==> config.mk <==
export PLATFORM = sky130hd
export DESIGN_NAME = codec_spi_arbiter
export DESIGN_NICKNAME = d
export VERILOG_FILES = /design/src/rtl/codec_spi_pkg.sv /design/src/rtl/codec_spi_arbiter_rr_pick.sv /design/src/rtl/codec_spi_arbiter.sv
export SDC_FILE = /design/constraint.sdc
export NUM_CORES = 1
export LEC_CHECK = 0
export CORE_UTILIZATION = 55
export DETAILED_ROUTE_END_ITERATION = 8
export DONT_BUFFER_PORTS = 1
export PLACE_DENSITY_LB_ADDON = 0.05
export SYNTH_ARGS = -nofsm -noshare
export SYNTH_HDL_FRONTEND = slang
export SYNTH_SLANG_ARGS = --single-unit
==> constraint.sdc <==
create_clock -name i_clock -period 3.6 [get_ports i_clock]
set_input_delay 0.54 -clock i_clock [delete_from_list [all_inputs] [get_ports i_clock]]
set_output_delay 0.54 -clock i_clock [all_outputs]
set_load 0.03 [all_outputs]
==> src/rtl/codec_spi_pkg.sv <==
// Shared types and constants for the codec SPI arbiter.
package codec_spi_pkg;

  localparam int DEF_SPI_DATA_WIDTH = 32;

  localparam logic PORT_INIT = 1'b0;
  localparam logic PORT_CTRL = 1'b1;

  typedef enum logic [1:0] {
    ST_IDLE = 2'd0,
    ST_XFER = 2'd1,
    ST_GAP  = 2'd2,
    ST_HOLD = 2'd3
  } arb_state_e;

  function automatic logic [1:0] port_onehot(input logic idx);
    port_onehot = idx ? 2'b10 : 2'b01;
  endfunction

endpackage

==> src/rtl/codec_spi_arbiter_rr_pick.sv <==
// Combinational two-way round-robin pick; in hold mode only the locked port is eligible.
module spi_arb_rr_pick (
  input  logic [1:0] req,
  input  logic       last,
  input  logic       hold_en,
  input  logic       hold_port,
  output logic       gnt_valid,
  output logic       gnt_idx
);

  always_comb begin
    gnt_valid = 1'b0;
    gnt_idx   = ~last;
    if (hold_en) begin
      gnt_valid = req[hold_port];
      gnt_idx   = hold_port;
    end else begin
      case (req)
        2'b01:   begin gnt_valid = 1'b1; gnt_idx = 1'b0;  end
        2'b10:   begin gnt_valid = 1'b1; gnt_idx = 1'b1;  end
        2'b11:   begin gnt_valid = 1'b1; gnt_idx = ~last; end
        default: begin gnt_valid = 1'b0; gnt_idx = ~last; end
      endcase
    end
  end

endmodule

==> src/rtl/codec_spi_arbiter.sv <==
// Shares the codec SPI master between the init sequencer (port 0) and runtime control (port 1).
// Optional XFER timeout is enabled with macro SPI_ARB_TIMEOUT_EN.
module codec_spi_arbiter
  import codec_spi_pkg::*;
#(
  parameter int SPI_DATA_WIDTH = DEF_SPI_DATA_WIDTH,
  parameter int TIMEOUT_CYCLES = 4096
) (
  input  logic                      i_clock,
  input  logic                      i_reset,
  input  logic [1:0]                i_req,
  input  logic [SPI_DATA_WIDTH-1:0] i_data0,
  input  logic [SPI_DATA_WIDTH-1:0] i_data1,
  input  logic [1:0]                i_lock,
  output logic [1:0]                o_ack,
  output logic [1:0]                o_done,
  output logic                      o_spi_enable,
  output logic [SPI_DATA_WIDTH-1:0] o_spi_data,
  input  logic                      i_spi_done,
  input  logic                      i_spi_busy,
  output logic                      o_owner,
  output logic                      o_active,
  output logic                      o_timeout
);

  if (TIMEOUT_CYCLES < 2) begin : g_bad_timeout
    $error("TIMEOUT_CYCLES must be at least 2");
  end

  arb_state_e                state, state_nxt;
  logic                      last_grant, last_nxt;
  logic [1:0]                ack_nxt, done_nxt;
  logic                      enable_nxt, owner_nxt, active_nxt;
  logic [SPI_DATA_WIDTH-1:0] data_nxt;
  logic                      gnt_valid, gnt_idx;
  logic                      xfer_end;
  logic                      timeout_hit;

  spi_arb_rr_pick u_pick (
    .req       (i_req),
    .last      (last_grant),
    .hold_en   (state == ST_HOLD),
    .hold_port (o_owner),
    .gnt_valid (gnt_valid),
    .gnt_idx   (gnt_idx)
  );

`ifdef SPI_ARB_TIMEOUT_EN
  localparam int CNT_W = (TIMEOUT_CYCLES > 2) ? $clog2(TIMEOUT_CYCLES) : 1;
  logic [CNT_W-1:0] xfer_cnt, cnt_nxt;
  logic             timeout_nxt;

  // Done wins over a timeout landing on the same edge.
  assign timeout_hit = (state == ST_XFER) && !i_spi_done &&
                       (xfer_cnt == CNT_W'(TIMEOUT_CYCLES - 1));

  always_comb begin
    cnt_nxt     = xfer_cnt;
    timeout_nxt = 1'b0;
    if (state == ST_XFER) begin
      if (timeout_hit) timeout_nxt = 1'b1;
      else             cnt_nxt     = xfer_cnt + 1'b1;
    end else begin
      cnt_nxt = '0;
    end
  end

  always_ff @(posedge i_clock or posedge i_reset) begin
    if (i_reset) begin
      xfer_cnt  <= '0;
      o_timeout <= 1'b0;
    end else begin
      xfer_cnt  <= cnt_nxt;
      o_timeout <= timeout_nxt;
    end
  end
`else
  assign timeout_hit = 1'b0;
  assign o_timeout   = 1'b0;
`endif

  assign xfer_end = i_spi_done || timeout_hit;

  always_comb begin
    state_nxt  = state;
    last_nxt   = last_grant;
    ack_nxt    = 2'b00;
    done_nxt   = 2'b00;
    enable_nxt = o_spi_enable;
    data_nxt   = o_spi_data;
    owner_nxt  = o_owner;
    active_nxt = o_active;
    case (state)
      ST_IDLE, ST_HOLD: begin
        if (!i_spi_busy && gnt_valid) begin
          data_nxt   = gnt_idx ? i_data1 : i_data0;
          enable_nxt = 1'b1;
          ack_nxt    = port_onehot(gnt_idx);
          owner_nxt  = gnt_idx;
          active_nxt = 1'b1;
          last_nxt   = gnt_idx;
          state_nxt  = ST_XFER;
        end else if (state == ST_HOLD && !i_lock[o_owner] && !i_req[o_owner]) begin
          state_nxt = ST_IDLE;
        end
      end
      ST_XFER: begin
        if (xfer_end) begin
          enable_nxt = 1'b0;
          active_nxt = 1'b0;
          done_nxt   = port_onehot(o_owner);
          state_nxt  = ST_GAP;
        end
      end
      ST_GAP: begin
        state_nxt = i_lock[o_owner] ? ST_HOLD : ST_IDLE;
      end
      default: state_nxt = ST_IDLE;
    endcase
  end

  // last_grant resets to port 1 so the init sequencer wins the first pick.
  always_ff @(posedge i_clock or posedge i_reset) begin
    if (i_reset) begin
      state        <= ST_IDLE;
      last_grant   <= PORT_CTRL;
      o_ack        <= 2'b00;
      o_done       <= 2'b00;
      o_spi_enable <= 1'b0;
      o_spi_data   <= '0;
      o_owner      <= PORT_INIT;
      o_active     <= 1'b0;
    end else begin
      state        <= state_nxt;
      last_grant   <= last_nxt;
      o_ack        <= ack_nxt;
      o_done       <= done_nxt;
      o_spi_enable <= enable_nxt;
      o_spi_data   <= data_nxt;
      o_owner      <= owner_nxt;
      o_active     <= active_nxt;
    end
  end

endmodule

==> summary.txt <==
Yosys
  • Ys flop type: dfrtp_1
  • Ranking of synthesized cells by area: dfrtp_1, mux2i_1, o21ai_0
  • Number of synthesis warnings: 0
  • Top cell type by total area after synthesis: dfrtp_1
  • Ys async rst share: 100.0%
  • Synthesized area per cell: ~10 sq um
  • Most frequent cell after synthesis: dfrtp_1
  • Seq/Total Area, Yosys: ~49%
  • Yosys top cell area share: 47.96%
  • Net Count, Synth: about 280
  • Netlist cell types: 29
  • Number of synthesized flops with an enable pin: 0
  • Most frequent cells after synthesis: dfrtp_1, o21ai_0, nand2_1
  • Synth Register Bits: about 40
  • Cells after synthesis: 200
  • Cell Area, Synth: between 2000 and 2500 sq um

Power and ir drop
  • Net Sw Power: 1.070 mW
  • Comb power frac: roughly 29%
  • Static leakage: about 1.1 nW
  • PD cells: about 1000 nW/um^2
  • Total Power: roughly 2.2 mW
  • Flop pwr share: 55.1%
  • Pint: 1.165 mW
  • Switching portion of total power: a little under half
  • Clock share of power: 15.8%
  • Maximum VDD drop: about 0.6 mV

Detailed routing
  • WL per Instance: roughly 15 microns
  • Vias: roughly 1400
  • DRC: 0
  • Initial DRC count: 51
  • Vias per cell: 5.665
  • Post-route ant nets: 0
  • Pre-antenna DRT Iters: 4
  • Post-Route WL: ~3800 microns

Global route
  • Tot GR Track Use: approximately a fifth
  • Total gr overflow: 0
  • Initial antenna violation count: 0
  • First-pass GRT wire length: 6113 microns
  • Largest net degree at the start of global routing: 35
  • Vias in the first global route: around 1400

Timing
  • Minimum clock period: 2.408 ns
  • Worst-case clock skew: 0.01008 ns
  • Actual slew at the worst max-slew pin: about 1.1 ns
  • Final Setup Violations: 0
  • Fmax: a little over 400 MHz
  • Setup Total Neg Slack: 0 ns
  • Final Hold Fails: 0
  • Worst slew margin: 27.61%
  • Final Max Tran Viols: 0
  • Fin crit share: 66.89%
  • RSZ-0062 raised after global routing: no

Worst setup path
  • CP max FO: 33
  • Crit path cell chain: mux2_4, o2111ai_4, buf_4, o21ai_0
  • CP Launch Type: flop
  • Crit path max-delay family: compound AO/OA/AOI/OAI gates
  • Arrival time worst endpoint: between 2 and 3 ns
  • R2r setup slk: around 1.2 ns
  • CP peak stage delay: between 0.7 and 0.8 ns
  • Critical path capture point type: flop
  • Setup CP Type: reg2reg
  • Critical path's slowest cell: dfrtp_1
  • Critical Path RT: 3.75 ns
  • CP Buf/Inv Count: 1
  • Reg2reg path depth: 4
  • Worst path depth: 4
  • R2r startpoint: o_owner
  • Crit path from: o_owner
  • Reg-to-reg critical path endpoint: o_spi_data[22]

Placed design
  • Port Buffer Count: 0
  • DP Wirelength: roughly 2800 microns
  • # placed instances: about 240
  • Final RePlAce weighted congestion: slightly above 0.7

Clocking
  • CTS Hold Buffers Added: 0
  • H-tree depth: 2
  • CTS tree: done
  • Post-CTS Setup Repair Bufs: 0
  • Post-cts resize count: 0
  • Cts bufs inserted: 5
  • Worst skew pair latency: 0.29 ns
  • CTS Sinks: 41
  • Clock slew at reported path FFs: approximately 0.080 ns
  • Max clock buf depth: 2
  • CTS root buffer: clkbuf_8

Worst hold path
  • Worst min-delay path class: in2async

Cells and area
  • Share of layout cells above drive strength 1: about 8.6%
  • Fin cells: 245
  • Antenna diodes: 0
  • Nets: 273
  • Area growth from synthesis to layout: 3.777%

Outcome
  • Status: finished, final reports clean

Die
  • Die extent in x: 63.60 microns
  • Die height: 63.60 microns
  • Starting Density: between 50% and 60%
  • Top Ports: roughly 110
  • DIE AREA: ~4000 sq um
  • Core area: approximately 3700 sq um
  • # rows: 22

Flow run
  • MaxCap Viol Count: 0
[placed cells by master, fill, tap and decap left out, types with 2 or more instances in the layout]
cell type	n
ha_1	5
nor3b_1	2
a21oi_1	2
nor2_1	5
nand2_1	35
buf_4	3
inv_1	8
clkbuf_8	5
o21ai_0	38
mux2i_1	34
dfrtp_1	40
mux2_4	2
[sequential cells by signal, summed over array words and instances, names as in the netlist]
register and flops:
last_grant 1, o_ack 2, o_active 1, o_done 2, o_owner 1, o_spi_data 32, state 2
[per-stage QoR]
step,instance area (sq um),hold WS (ns),util (%),worst slack (ns)
after global routing,2166,0.3186,59.16,0.9894
after floorplan,2087,0.4905,-,1.579
after CTS,2166,0.2901,59.16,1.177
after detailed placement,2058,0.5099,56.22,1.143
final,2166,0.2600,59.16,1.192
after global placement,2058,0.5077,56.22,1.234
[per-layer routing]
| metal | track usage [%] | vias to the layer above | routed length (microns) |
|---|---|---|---|
| li1 | - | 670 | - |
| met1 | 21.71 | 643 | 1567 |
| met2 | 34.97 | 72 | 1854 |
| met3 | 6.341 | 3 | 317 |
| met4 | 5.114 | 0 | 30 |
| met5 | 0 | - | 0 |
[worst max-delay path by stage]
stage	endpoint	slack [ns]
floorplan	o_spi_data[0]	1.58
global placement	o_spi_data[20]	1.23
detailed placement	o_spi_data[9]	1.14
CTS	o_spi_data[22]	1.18
global route	o_spi_data[22]	0.99
finish	o_spi_data[22]	1.19
[final cells by class]
type	count	area, sq um
Fill cell	303	1495
Sequential cell	41	1027
Multi-Input combinational cell	137	918.4
Clock buffer	6	72.57
Tap cell	48	60.06
Clock inverter	2	35.03
Inverter	8	30.03
Timing Repair Buffer	3	22.52
[cells by family after synthesis]
| group | Yosys count | synth area share [%] |
|---|---|---|
| flops | 41 | 49.22 |
| buf+inv | 22 | 6.775 |
| fa+ha+maj | 5 | 2.998 |
| other cells | 1 | 0.1797 |
| mux | 36 | 17.75 |
| simple gates | 50 | 10.61 |
| compound gates | 45 | 12.47 |
[power groups by stage]
stage                     clock (mW)  sequential [mW]  combinational [mW]
final                          0.354             1.23               0.649
after global routing           0.385             1.26               0.750
after CTS                      0.366             1.24               0.661
after detailed placement           0             1.24               0.663
after global placement             0             1.23               0.624
after floorplan                    0             1.17               0.649
[worst register-to-register path, delay by kind of cell (launching register included)]
kind,cells,cell delay [ns]
flops,1,0.72
mux,1,0.38
compound gates,2,0.77
buf+inv,1,0.40
No activity file was read; power rests on OpenSTA's default activity.
